--- src/rtl/uart_rx_frame.sv ---
// uart_rx_frame: 8N1 UART receiver with 3-sample majority vote and frame-error status
module uart_rx_frame #(
    parameter int CLK_FREQ = 50_000_000,
    parameter int BAUD     = 9600,
    parameter int BIT_CNT  = CLK_FREQ / BAUD,
    parameter int MID      = BIT_CNT / 2
) (
    input  logic       clk,
    input  logic       rst,
    input  logic       data_in,
    output logic [7:0] rx_data,
    output logic       rx_done,
    output logic       frame_err,
    output logic       rx_busy
);
    localparam int CW = $clog2(BIT_CNT);

    typedef enum logic [1:0] {IDLE, START, DATA, STOP} state_t;

    state_t        state, nxt;
    logic          s1, s2, h;
    logic [CW-1:0] cnt;
    logic [2:0]    idx;
    logic [1:0]    smp;
    logic [7:0]    sh, data_q;
    logic          ferr_q;
    logic          start_edge, wrap, res, maj;

    assign start_edge = h & ~s2;
    assign wrap       = cnt == CW'(BIT_CNT - 1);
    assign res        = cnt == CW'(MID + 1);
    assign maj        = (smp[1] & smp[0]) | (smp[1] & s2) | (smp[0] & s2);
    assign rx_busy    = state != IDLE;
    // The strobe and its status are driven while the stop bit is resolved, so the byte is valid in the strobe cycle
    assign rx_done    = (state == STOP) & res;
    assign rx_data    = rx_done ? sh : data_q;
    assign frame_err  = rx_done ? ~maj : ferr_q;

    // Two-flop synchroniser plus history flop; idle-high reset avoids a false start edge
    always_ff @(posedge clk or negedge rst) begin
        if (!rst) {s1, s2, h} <= 3'b111;
        else      {s1, s2, h} <= {data_in, s1, s2};
    end

    // State register
    always_ff @(posedge clk or negedge rst) begin
        if (!rst) state <= IDLE;
        else      state <= nxt;
    end

    // Next state: glitch abort in START, bit index walk in DATA, leave STOP at mid-bit
    always_comb begin
        nxt = state;
        case (state)
            IDLE:    nxt = start_edge ? START : IDLE;
            START:   nxt = (res && maj) ? IDLE : (wrap ? DATA : START);
            DATA:    nxt = (wrap && idx == 3'd7) ? STOP : DATA;
            STOP:    nxt = res ? IDLE : STOP;
            default: nxt = IDLE;
        endcase
    end

    // Bit timing, sampling, byte assembly and held output registers
    always_ff @(posedge clk or negedge rst) begin
        if (!rst) begin
            cnt    <= '0;
            idx    <= '0;
            smp    <= '0;
            sh     <= '0;
            data_q <= '0;
            ferr_q <= 1'b0;
        end else begin
            cnt <= (state == IDLE || nxt == IDLE || wrap) ? '0 : cnt + 1'b1;
            if (cnt == CW'(MID - 1)) smp[1] <= s2;
            if (cnt == CW'(MID)) smp[0] <= s2;
            if (state == START) idx <= '0;
            if (state == DATA && res) sh[idx] <= maj;
            if (state == DATA && wrap) idx <= idx + 1'b1;
            if (rx_done) begin
                data_q <= sh;
                ferr_q <= ~maj;
            end
        end
    end
endmodule
--- config.mk ---
export PLATFORM = sky130hd
export DESIGN_NAME = uart_rx_frame
export DESIGN_NICKNAME = d
export VERILOG_FILES = /design/src/rtl/uart_rx_frame.sv
export SDC_FILE = /design/constraint.sdc
export NUM_CORES = 1
export LEC_CHECK = 0
export BUFFER_PORTS_ARGS = -buffer_cell sky130_fd_sc_hd__buf_2
export CORE_UTILIZATION = 35
export CTS_CLUSTER_SIZE = 14
export DETAILED_ROUTE_END_ITERATION = 16
export HOLD_SLACK_MARGIN = 0.12
export PLACE_DENSITY_LB_ADDON = 0.1
export SETUP_SLACK_MARGIN = 0.5
export SYNTH_ARGS = -nofsm -noshare
export SYNTH_HDL_FRONTEND = slang
export SYNTH_SLANG_ARGS = --single-unit
export TNS_END_PERCENT = 100
--- constraint.sdc ---
create_clock -name clk -period 2.72 [get_ports clk]
set_input_delay 0.408 -clock clk [delete_from_list [all_inputs] [get_ports clk]]
set_output_delay 0.408 -clock clk [all_outputs]
set_load 0.01 [all_outputs]
### Word-level counts from Yosys, hierarchy flattened

Cells that the tools add are included.

| word-level totals | value |
|---|---|
| input port bits | 3 |
| word-level logic and storage cells | 57 |
| register bits | 40 |

| cells by class | value |
|---|---|
| reduce and logical (&&, ||, !) cells | 11 |
| bitwise operators | 9 |
| muxes and demuxes | 14 |
| add/sub/neg operators | 2 |
| equality and inequality tests | 8 |
| magnitude comparators | 2 |

Operator list:

| cell | number |
|---|---|
| 13-bit by 12-bit equality test with 1-bit output (second input constant) | 3 |
| 13-bit by 1-bit adder with 13-bit output (second input constant) | 1 |
| 13-bit equality test (second input constant) | 1 |
| 13-bit 2-to-1 mux | 1 |
| 8-bit bitwise mux | 1 |
| 8-bit 2-to-1 mux | 1 |
| 2-bit case mux with 4 select lines | 1 |
| 2-bit 2-to-1 mux | 3 |
| 3-bit 2-to-1 mux | 2 |
| 1-bit bitwise AND | 5 |
| 1-bit logical AND | 5 |
| 2-bit equality test (second input constant) | 2 |
| 2-bit logical NOT | 2 |
| 3-bit by 4-bit < comparator with 1-bit output (second input constant) | 1 |
| 1-bit 2-to-1 mux | 4 |
| 2-bit nonzero test | 2 |
| 3-bit by 1-bit adder with 3-bit output (second input constant) | 1 |
| 1-bit demux with 3-bit select | 1 |
| 3-bit equality test (second input constant) | 1 |
| 3-bit by 1-bit >= comparator with 1-bit output (second input constant) | 1 |
| 2-bit by 1-bit equality test with 1-bit output (second input constant) | 1 |
| 1-bit logical OR | 2 |
| 1-bit inverter | 2 |
| 1-bit OR | 2 |

### Logic depth before layout (Yosys ltp)

| depth | value |
|---|---|
| word-level depth | 10 |
| gate-level depth with buffers | 7 |
| mapped depth without buffers | 6 |

### Worst setup path after synthesis

No wires, ideal clock.

| path | value |
|---|---|
| path kind | reg-to-output |
| start point | register cnt[4] |
| end point | output rx_data[0] |
| stages on the path, launching flop included | 7 |
| path buffers | 2 |
| path slack | 0.396 ns |
| data arrival time | 1.916 ns |
| cell sequence | dfrtp_1 buf_6 or4b_4 nor4_4 and3_4 buf_8 mux2_4 |

| between the ends | value |
|---|---|
| word-level cells in the longest chain between the ends | 3 |

Ends and longest elaborated chain:

| element | line | RTL |
|---|---|---|
| from (decl) | 22 | `logic [CW-1:0] cnt;` |
| from (signal assigned) | 73 | `cnt <= (state == IDLE \|\| nxt == IDLE \|\| wrap) ? '0 : cnt + 1'b1;` |
| 13-bit by 12-bit equality test with 1-bit output | 31 | `assign res = cnt == CW'(MID + 1);` |
| 1-bit bitwise AND | 35 | `assign rx_done = (state == STOP) & res;` |
| named net rx_done | 12 | `output logic rx_done,` |
| 8-bit 2-to-1 mux | - |  |
| to (decl) | 11 | `output logic [7:0] rx_data,` |

The timed path passes the listed nets, and every way through them passes these cells.

### Worst setup path in the final report

| path | value |
|---|---|
| start point | register cnt[4] |
| end point | output rx_data[2] |

| between the ends | value |
|---|---|
| word-level cells in the longest chain between the ends | 3 |

Ends and longest elaborated chain:

| element | line |
|---|---|
| 13-bit by 12-bit equality test with 1-bit output | 31 |
| 1-bit bitwise AND | 35 |
| 8-bit 2-to-1 mux | - |

Every way passes these cells.

==> results.toml <==
[clock_tree]
clock_tree.root_cell = "clkbuf_8"
clkSinkCount = 40
clk_path_buf_depth = 2
insertion_delay_ps = 300
cts-htree-levels = 2
cts_tree = "yes"
clk_pin_slew_ps = 70
cts_made_buffers = 5

[cells_and_area]
drive_above_1_share = 0.333
nNetsFinal = 205
syn2layout_area_growth_pct = 19.6
post-route-util = 0.432
final_common_cell = "dfrtp_1"
layout_common_cells = "37 x dfrtp_1, 14 x nor2_1, 11 x buf_6, 11 x buf_4, 9 x nand4_1"
fin_cells = 270
diodes = 0

[drt]
drt-initial-drc-count = 61
wl_um = 4110
wire_per_inst_um = 15.2
viasPerCell = 5.19
dr.pass1.iters = 4
antenna_left = 0
drc = 0
num_vias = 1402

[synth]
yosys_register_bits = 40
async_reset_ff_frac = 1.00
syn_area_um2 = 1990
syn_area_per_cell_um2 = 11.8
yosysSeqAreaShare = 0.505
ys_types = 47
synth-main-ff-cell = "dfrtp_1"
synthCells = 168
syn_nets = 176
synth_edf_count = 0
ys_warn_count = 0

[hold_path]
min_path_type = "input port to flop"

[power]
p_int_mw = 0.887
irDropWorstVdd_mv = 0.331
clkPwrFrac = 0.310
power.switching_mw = 0.361
p_comb_frac = 0.136
p_leak_nw = 1.11
power_density_nw_per_um2 = 525
p_sw_frac = 0.289
p_seq_frac = 0.554

[timing]
relSlewSlack = 0.410
min_period_ps = 2650
setup_tns_ps = 0
fin_skew_ps = 16.1
slew_viol_final = 0
fin_crit_sh = 0.974
finalSetupViolations = 0
rsz0062_at_grt = "yes"
max_slew.worst_pin.slew_ps = 886
finalHoldViolations = 0
max_freq_ghz = 0.377

[setup_path]
cp_slowest_cell = "or4b_4"
cp_max_fo = 5
worstSetupStartpointType = "flop"
cp_data_arrival_time_ps = 2240
worst_setup_path_end_kind = "output port"
cp_data_required_time_ps = 2310
critPathKind = "flop to output port"
max_stage_delay_ps = 560
cp_cell_sequence = "or4b_4 -> nor4_4 -> and3_4 -> mux2_4 -> buf_6"

[place]
placed_cells = 249
dp_hpwl_um = 2530
gp_congestion = 0.809
port_buffers = 13

[global_route]
grt_max_degree = 41
grt_pass1_vias = 1430
grtUsageTotal = 0.150
grt_overflow = 0
grt_pass1_wl_um = 6960
antenna_found_initial = 0

[floorplanning]
die_height_um = 77.4
placementRows = 27
dieArea_um2 = 5990
die_x_um = 77.4
boundaryPins = 14
start_util = 0.361
core_area_um2 = 5510

[run]
maxCapViolations = 0

[status]
status = "completed"
[flip-flops by register name, indices dropped and copies added (netlist names)]
| name | count |
|---|---|
| ferr_q | 1 |
| sh | 8 |
| h | 1 |
| smp | 2 |
| state | 2 |
| s2 | 1 |
| s1 | 1 |
| data_q | 8 |
| cnt | 13 |
| idx | 3 |
[cells in the mapped netlist, drive strengths merged, types with 3 or more instances]
cell,number,share of area
nand3,8,0.020
mux2,18,0.12
buf,4,0.023
a31oi,3,0.0094
dfrtp,37,0.47
nor2b,6,0.019
inv,6,0.011
a21oi,5,0.013
o22ai,3,0.0094
nor2,14,0.026
and3,4,0.016
dfstp,3,0.040
nand4,9,0.028
ha,5,0.031
nand2,7,0.013
xor2,8,0.035
[cell type report]
type | count | area (µm²)
clock buffers | 6 | 72.6
multi-input cells | 117 | 935
clock inverters | 2 | 12.5
inverters | 6 | 22.5
fillers | 517 | 3130
flip-flops and latches | 40 | 1000
repair buffers | 27 | 241
well taps | 72 | 90.1
[worst max-delay path: cells and delay by family, from the launching register on]
kind	cells	cell delay, ps
AND/OR/NAND/NOR	3	1120
multiplexers	1	330
buffers and inverters	1	120
flip-flops	1	380
[routing by layer]
layer | vias to the layer above | global-route usage | wire length, µm
met1 | 691 | 0.189 | 1790
li1 | 668 | - | -
met2 | 36 | 0.244 | 2060
met4 | 0 | 0.0547 | 70
met3 | 7 | 0.0400 | 189
met5 | - | 0 | 0
[cells by family (layout without fill, tap and decap cells)]
logic type	after synthesis	in the layout	synth area share
adder cells (fa/ha/maj)	6	6	0.0371
AND/OR/NAND/NOR	66	67	0.209
flip-flops	40	40	0.505
XOR/XNOR	9	9	0.0396
AO/OA/AOI/OAI	17	17	0.0566
multiplexers	18	18	0.115
buffers and inverters	12	41	0.0377
[what timing repair did]
| action | CTS | global route |
|---|---|---|
| hold buffers | 0 | 0 |
| pin swaps | 0 | 0 |
| resized for setup | 8 | 9 |
| cloned | 1 | 0 |
| setup endpoints to repair | 10 | 13 |
| setup buffers | 6 | 6 |
[power by group through the flow]
stage	Clock, mW	Sequential (mW)	Combinational, mW
after floorplan	0	0.684	0.140
after global placement	0	0.702	0.166
after detailed placement	0	0.703	0.170
after CTS	0.407	0.692	0.174
after global routing	0.431	0.699	0.193
final	0.387	0.692	0.170
[stage by stage]
step	setup WS, ps	total power, mW	hold WS (ps)	cell area, µm²
4_1_cts	28.3	1.27	202	2290
3_5_place_dp	280	0.873	349	2110
3_3_place_gp	338	0.868	346	2110
6_report	70.1	1.25	213	2380
5_1_grt	-9.10	1.32	195	2380
2_1_floorplan	396	0.824	112	1990
[worst paths after layout]
check,start,end,cells after the start,slack [ps]
max in group asynchronous,rst,smp[0],1,1930
worst max register to register,cnt[4],sh[7],7,650
worst min register to register,s1,s2,0,360
worst max-delay path,cnt[4],rx_data[2],5,70
worst min-delay path,data_in,s1,1,210
min in group asynchronous,rst,data_q[6],1,220
Power figures use the tool's default switching activity.
